<file path="src/rtl/usb_in_stream_arbiter.sv">
// Shares the USB device IN byte stream between the DAP response source (0) and
// the CDC/UART RX source (1): round-robin at packet boundaries, split at MAX_PKT.
module usb_in_stream_arbiter #(
  parameter int MAX_PKT = 512
) (
  input  logic       hclk,
  input  logic       reset,
  input  logic [1:0] src_en,
  input  logic       s0_tvalid,
  output logic       s0_tready,
  input  logic [7:0] s0_tdata,
  input  logic       s0_tlast,
  input  logic       s1_tvalid,
  output logic       s1_tready,
  input  logic [7:0] s1_tdata,
  input  logic       s1_tlast,
  output logic       m_tvalid,
  input  logic       m_tready,
  output logic [7:0] m_tdata,
  output logic       m_tlast,
  output logic       m_tdest,
  output logic       busy
);

  localparam int CW = $clog2(MAX_PKT + 1);
  localparam logic [CW-1:0] CNT_LAST = CW'(MAX_PKT - 1);

  typedef enum logic {
    IDLE  = 1'b0,
    GRANT = 1'b1
  } state_t;

  state_t        state_q, state_d;
  logic          rr_q, rr_d;
  logic          sel_q, sel_d;
  logic [CW-1:0] cnt_q, cnt_d;
  logic          m_tvalid_q, m_tvalid_d;
  logic [7:0]    m_tdata_q, m_tdata_d;
  logic          m_tlast_q, m_tlast_d;
  logic          m_tdest_q, m_tdest_d;

  logic [1:0] elig;
  logic       sel_tvalid;
  logic [7:0] sel_tdata;
  logic       sel_tlast;
  logic       out_free;
  logic       accept;
  logic       pkt_end;

  assign elig       = src_en & {s1_tvalid, s0_tvalid};
  assign sel_tvalid = sel_q ? s1_tvalid : s0_tvalid;
  assign sel_tdata  = sel_q ? s1_tdata  : s0_tdata;
  assign sel_tlast  = sel_q ? s1_tlast  : s0_tlast;

  // The output register can take a new byte when empty or draining this cycle.
  assign out_free = !m_tvalid_q || m_tready;
  assign accept   = (state_q == GRANT) && sel_tvalid && out_free;
  assign pkt_end  = sel_tlast || (cnt_q == CNT_LAST);

  assign s0_tready = (state_q == GRANT) && !sel_q && out_free;
  assign s1_tready = (state_q == GRANT) &&  sel_q && out_free;
  assign busy      = (state_q == GRANT);

  assign m_tvalid = m_tvalid_q;
  assign m_tdata  = m_tdata_q;
  assign m_tlast  = m_tlast_q;
  assign m_tdest  = m_tdest_q;

  always_comb begin
    state_d    = state_q;
    rr_d       = rr_q;
    sel_d      = sel_q;
    cnt_d      = cnt_q;
    m_tvalid_d = m_tvalid_q;
    m_tdata_d  = m_tdata_q;
    m_tlast_d  = m_tlast_q;
    m_tdest_d  = m_tdest_q;

    if (m_tvalid_q && m_tready) begin
      m_tvalid_d = 1'b0;
      m_tlast_d  = 1'b0;
    end

    case (state_q)
      IDLE: begin
        if (elig != 2'b00) begin
          sel_d   = (elig == 2'b11) ? rr_q : elig[1];
          cnt_d   = '0;
          state_d = GRANT;
        end
      end
      GRANT: begin
        if (accept) begin
          m_tvalid_d = 1'b1;
          m_tdata_d  = sel_tdata;
          m_tdest_d  = sel_q;
          m_tlast_d  = pkt_end;
          cnt_d      = cnt_q + CW'(1);
          // A forced split also hands priority to the other source.
          if (pkt_end) begin
            rr_d    = !sel_q;
            state_d = IDLE;
          end
        end
      end
      default: state_d = IDLE;
    endcase
  end

  always_ff @(posedge hclk) begin
    if (reset) begin
      state_q    <= IDLE;
      rr_q       <= 1'b0;
      sel_q      <= 1'b0;
      cnt_q      <= '0;
      m_tvalid_q <= 1'b0;
      m_tdata_q  <= 8'h00;
      m_tlast_q  <= 1'b0;
      m_tdest_q  <= 1'b0;
    end else begin
      state_q    <= state_d;
      rr_q       <= rr_d;
      sel_q      <= sel_d;
      cnt_q      <= cnt_d;
      m_tvalid_q <= m_tvalid_d;
      m_tdata_q  <= m_tdata_d;
      m_tlast_q  <= m_tlast_d;
      m_tdest_q  <= m_tdest_d;
    end
  end

endmodule
</file>
<file path="config.mk">
export PLATFORM = sky130hd
export DESIGN_NAME = usb_in_stream_arbiter
export DESIGN_NICKNAME = d
export VERILOG_FILES = /design/src/rtl/usb_in_stream_arbiter.sv
export SDC_FILE = /design/constraint.sdc
export NUM_CORES = 1
export LEC_CHECK = 0
export BUFFER_PORTS_ARGS = -buffer_cell sky130_fd_sc_hd__buf_2
export CAP_MARGIN = 0
export CORE_MARGIN = 3
export CORE_UTILIZATION = 35
export DETAILED_ROUTE_END_ITERATION = 8
export PLACE_DENSITY_LB_ADDON = 0.25
export SYNTH_ARGS = -nofsm -noshare
export SYNTH_HDL_FRONTEND = slang
export SYNTH_SLANG_ARGS = --single-unit
</file>
<file path="constraint.sdc">
create_clock -name hclk -period 4.55 [get_ports hclk]
set_input_delay 0.2275 -clock hclk [delete_from_list [all_inputs] [get_ports hclk]]
set_output_delay 0.2275 -clock hclk [all_outputs]
set_load 0.01 [all_outputs]
</file>
==> metrics, run 1 <==
status=finished clean; clock period minus worst slack=2.510 ns; CP peak stage delay=0.89 ns; Unique masters post-synth=33; CTS root buffer=clkbuf_4; Worst Skew=0.001976 ns; Hold WC Path Type=input pin to flip-flop; Core Area=3203 sq um; total of warnings raised by yosys=0; I/O Pins=39; GRT overflow=0; Async SR Flop Fraction=0; n_diodes=0; Tcrit/Tclk final=0.5516; Worst Path Arrival=2.73 ns; CTS tree=built; Comb pwr share=0.185; Hold-fix buffers, CTS=0; DR iter-0 viols=54; max-slew violation total from the final report=0; H-Tree Depth=1; Clock Sinks=24; GR Layer Usage met1=0.1943; Hold Path End=sel_q$_SDFFE_PP0P_; crit path buf inv count=0; reg2reg path depth=4; vias in the first global route=1086; CP Max Fanout=21; switch share=0.2779; drt drc=0; Mapped Cells=141; All-Layer GR Usage=0.1416; RR Endpoint=cnt_q[7]$_SDFFE_PP0P_; cell count along the critical path=4; Cell Int Power=0.2835 mW; RSZ-0062 raised after global routing=no; drt first pass iters=4; register area share after synthesis=0.3930; Fillers=350; Synth Area per Inst=8.670 sq um; Final ANT Viol Nets=0; CTS resizes=0; top_reg_cell synth=dfxtp_1; clock buffer depth=2; grt met3 use=0.03761; via count=1159; Reg clk slew, reported paths=0.12 ns; synthesis-stage register bit count=24; I/O Buffers=38; share of cells above drive strength 1=0.2486; critical hold path startpoint=src_en[1]; Via-to-Cell Ratio=5.341; WL final=2837 um; setup TNS=0 ns; Final Hold Viols=0; Starting Density=0.3816; syn nets=167; M2 GR Usage=0.2273; Post-synth EDFFs=0; cts bufs inserted=3; PD cells=271.2 nW/um^2; wire per inst=13.07 um; chip height=65.10 um; crit path launch type=flip-flop; Sequential Power Share=0.588; CP Class=flip-flop to flip-flop; Critical R2R Launch=sel_q$_SDFFE_PP0P_; Post-CTS Setup Repair Bufs=0; die width=65.10 um; worst-margin pin slew=1.132 ns; Rel. slew slack=0.2414; crit path cell chain=mux2i_1 -> nor3_2 -> o21ai_0 -> a311oi_1; reg2reg setup slack=2.04 ns; post-synth top area cell=dfxtp_1; initial antenna violation count=0; Synth top area share=0.3930; maximum VDD drop=169.2 uV; FMAX=398.4 MHz; Setup crit end kind=flip-flop; clock latency on the worst-skew pair=0.30 ns; hpwl dp=2107 um; Layout area overhead=18.42%; Max Cap Viol=0; GRT Max-Usage Layer=met2; Sw Pwr=0.1091 mW; hold path depth=3; # rows=20; nets@finish=201; clock power share=0.226; Synth Cell Area=1222 sq um; full die area=4238 sq um; first-pass GRT wire length=4830 um; largest net degree at the start of global routing=22; Final setup viols=0; data required time of the worst path=4.77 ns; Leakage=0.5816 nW; cell family with most CP delay=simple AND/OR/NAND/NOR gates; top post-synthesis cells by area=dfxtp_1 39%, mux2i_1 9.0%, a211oi_1 6.1%; Slowest-stage cell, CP=nor3_2; Final Util=0.4520; routability-driven placement congestion ratio=0.7563
metrics by stage:
stage | area (sq um) | hold slack (ns) | cells | power, mW | worst slack [ns]
2_1_floorplan | 1222 | 0.4046 | 141 | 0.2823 | 2.915
3_3_place_gp | 1425 | 0.4601 | 214 | 0.3058 | 2.176
3_5_place_dp | 1425 | 0.4612 | 214 | 0.3084 | 2.054
4_1_cts | 1448 | 0.2057 | 217 | 0.4010 | 2.039
5_1_grt | 1448 | 0.2127 | 217 | 0.4205 | 1.756
6_report | 1448 | 0.2254 | 217 | 0.3926 | 2.040
registers in the layout (all words and copies together) (netlist names):
name / count
m_tvalid: 1
m_tlast: 1
sel_q: 1
cnt_q: 10
m_tdata: 8
m_tdest: 1
busy: 1
rr_q: 1
metal layers:
layer / wire length (um) / part of all wire
met5: 0 / 0
met3: 129 / 0.045
met2: 1342 / 0.47
met4: 13 / 0.0046
met1: 1351 / 0.48
worst max-delay path by stage:
stage,start,end
finish,sel_q$_SDFFE_PP0P_,cnt_q[7]$_SDFFE_PP0P_
global route,sel_q$_SDFFE_PP0P_,cnt_q[7]$_SDFFE_PP0P_
CTS,sel_q$_SDFFE_PP0P_,cnt_q[7]$_SDFFE_PP0P_
detailed placement,sel_q$_SDFFE_PP0P_,cnt_q[7]$_SDFFE_PP0P_
global placement,sel_q$_SDFFE_PP0P_,cnt_q[7]$_SDFFE_PP0P_
floorplan,busy$_SDFF_PP0_,cnt_q[9]$_SDFFE_PP0P_
power groups by stage:
stage | Combinational (mW) | Clock [mW] | Sequential, mW
final | 0.0727 | 0.0889 | 0.231
after global placement | 0.0707 | 0 | 0.235
after floorplan | 0.0470 | 0 | 0.235
after detailed placement | 0.0727 | 0 | 0.236
after CTS | 0.0732 | 0.0967 | 0.231
after global routing | 0.0825 | 0.105 | 0.233
final cells by class:
class | count | area [sq um] | share of cell area
Sequential cell | 24 | 480.5 | 0.3319
Timing Repair Buffer | 38 | 190.2 | 0.1314
Inverter | 3 | 11.26 | 0.007779
Tap cell | 44 | 55.05 | 0.03803
Multi-Input combinational cell | 105 | 688.2 | 0.4754
Clock buffer | 3 | 22.52 | 0.01556
kinds of logic after synthesis:
logic type	count (synthesis)	synth area share
buf+inv	12	0.04811
fa+ha+maj	1	0.01023
mux	11	0.09008
simple gates	54	0.2211
compound gates	39	0.2375
flops	24	0.3930
cell usage in the layout, fill, tap and decap left out:
cell / synthesis / final
nor4_1: 1 / 1
a31oi_1: 1 / 1
nand4_1: 2 / 2
and4_1: 2 / 2
nor3_1: 2 / 1
o2111ai_1: 5 / 5
a211o_1: 1 / 1
buf_2: 2 / 38
ha_1: 1 / 1
o31ai_1: 1 / 1
nand3_1: 11 / 11
or3_1: 3 / 3
a311oi_1: 1 / 1
nor2_1: 9 / 9
clkbuf_4: 0 / 3
a211oi_1: 10 / 10
mux2i_1: 11 / 11
inv_1: 3 / 3
nor3_2: 0 / 1
and3_1: 2 / 2
nand2b_1: 5 / 5
a31o_2: 1 / 1
dfxtp_1: 24 / 24
a2111o_1: 4 / 4
nand2_1: 15 / 15
a21o_1: 1 / 1
a22o_1: 1 / 1
o21ai_0: 4 / 4
nor2b_1: 1 / 1
o211a_1: 1 / 1
a21oi_1: 8 / 8
and4b_1: 1 / 1
synth_stat cells (all sizes together), types with 5 or more instances:
cell type,number
a211oi,10
mux2i,11
a21oi,8
clkbuf,5
nand2b,5
nand3,11
nand2,15
nor2,9
dfxtp,24
o2111ai,5
worst register-to-register path, cell delays in order (launching register included):
cell	delay, ns
dfxtp_1	0.78
mux2i_1	0.24
nor3_2	0.89
o21ai_0	0.22
a311oi_1	0.30
Power figures use the tool's default switching activity.
==> run 2, diff against run 1 <==
==> constraint.sdc (replaced) <==
create_clock -name hclk -period 2.6 [get_ports hclk]
set_input_delay 0.13 -clock hclk [delete_from_list [all_inputs] [get_ports hclk]]
set_output_delay 0.13 -clock hclk [all_outputs]
set_load 0.01 [all_outputs]
==> metrics, run 2 (synthesis gave the netlist of run 1 again) <==
wire per inst=12.60 um; RSZ-0062 raised after global routing=no; WL final=2773 um; max-slew violation total from the final report=0; CTS tree=built; cts bufs inserted=3; commonest non-fill, non-tap cells in the layout=38 x buf_2, 24 x dfxtp_1, 15 x nand2_1; CTS resizes=0; chip height=65.10 um; Worst Skew=0.0009030 ns; routability-driven placement congestion ratio=0.8173; # rows=20; Rel. slew slack=0.6039; largest net degree at the start of global routing=22; Hold WC Path Type=input pin to flip-flop; clock buffer depth=2; first-pass GRT wire length=4781 um; CTS root buffer=clkbuf_4; I/O Pins=39; Leakage=0.5994 nW; CP Class=flip-flop to flip-flop; Worst Path Arrival=2.16 ns; DR iter-0 viols=24; Reg clk slew, reported paths=0.13 ns; final worst slack=0.6899 ns; All-Layer GR Usage=0.1395; die width=65.10 um; worst-margin pin slew=0.5942 ns; crit path launch type=flip-flop; full die area=4238 sq um; Final setup viols=0; PD cells=493.6 nW/um^2; n_diodes=0; Core Area=3203 sq um; status=finished clean; Top reg by flops=cnt_q; Tcrit/Tclk final=0.7346; CP Max Fanout=19; data required time of the worst path=2.85 ns; nets@finish=203; FMAX=523.5 MHz; Post-CTS Setup Repair Bufs=0; Layout area overhead=20.78%; hpwl dp=2060 um; Final Hold Viols=0; vias in the first global route=1101; Place WS=0.7318 ns; Via-to-Cell Ratio=5.236; Clock Sinks=24; GRT overflow=0; drt first pass iters=4; setup TNS=0 ns; Hold-fix buffers, CTS=0; H-Tree Depth=1; maximum VDD drop=352.8 uV; share of cells above drive strength 1=0.2614; drt drc=0; clock period minus worst slack=1.910 ns; via count=1152; initial antenna violation count=0; Final ANT Viol Nets=0; clock latency on the worst-skew pair=0.31 ns; Setup crit end kind=flip-flop; Max Cap Viol=0; I/O Buffers=38; most common cell after layout, fill and taps aside=buf_2; Largest register FFs=10; Starting Density=0.3816
## run 2: cell types whose count changed in the layout (fill, tap and decap cells not counted)
cell and delta:
buf_4 +2, clkbuf_8 +1
## run 2: power breakdown
part / switching [mW] / total, mW / internal [mW]
Sequential: 0.0123 / 0.399 / 0.386
Combinational: 0.0771 / 0.135 / 0.0577
Clock: 0.109 / 0.195 / 0.0856
Total: 0.199 / 0.729 / 0.530
## run 2: path summary, 6_finish.rpt
check,from,end,slack (ns),cells past startpoint
max reg2reg,busy$_SDFF_PP0_,cnt_q[9]$_SDFFE_PP0P_,0.69,4
max,busy$_SDFF_PP0_,cnt_q[9]$_SDFFE_PP0P_,0.69,4
min,src_en[1],sel_q$_SDFFE_PP0P_,0.12,3
min reg2reg,m_tdest$_SDFFE_PP0P_,m_tdest$_SDFFE_PP0P_,0.48,2
## run 2: layout make-up
class	instances	area (sq um)
Tap cell	44	55.05
Fill cell	338	1727
Inverter	3	11.26
Clock buffer	4	36.28
Timing Repair Buffer	40	205.2
Sequential cell	24	480.5
Multi-Input combinational cell	105	688.2
## run 2: stage by stage
stage	hold slack [ns]	total power, mW	std cells	cell area, sq um	utilization
after global placement	0.4501	0.5378	216	1440	0.4496
after detailed placement	0.4581	0.5425	216	1440	0.4496
after global routing	0.1272	0.7749	220	1476	0.4609
final	0.1166	0.7287	220	1476	0.4609
after CTS	0.1084	0.7419	220	1476	0.4609
after floorplan	0.3071	0.4940	141	1222	-
## run 2: worst max-delay path, stage by stage (launching register included)
cell and delay, ns:
dfxtp_1 0.43, inv_1 0.16, or3_1 0.66, or3_1 0.44, a31oi_1 0.15
## run 2: metal layers
| metal | track usage | up-vias | routed length (um) |
|---|---|---|---|
| met5 | 0 | - | 0 |
| met1 | 0.1815 | 509 | 1317 |
| li1 | - | 607 | - |
| met2 | 0.2261 | 34 | 1274 |
| met3 | 0.03932 | 2 | 167 |
| met4 | 0.03886 | 0 | 13 |
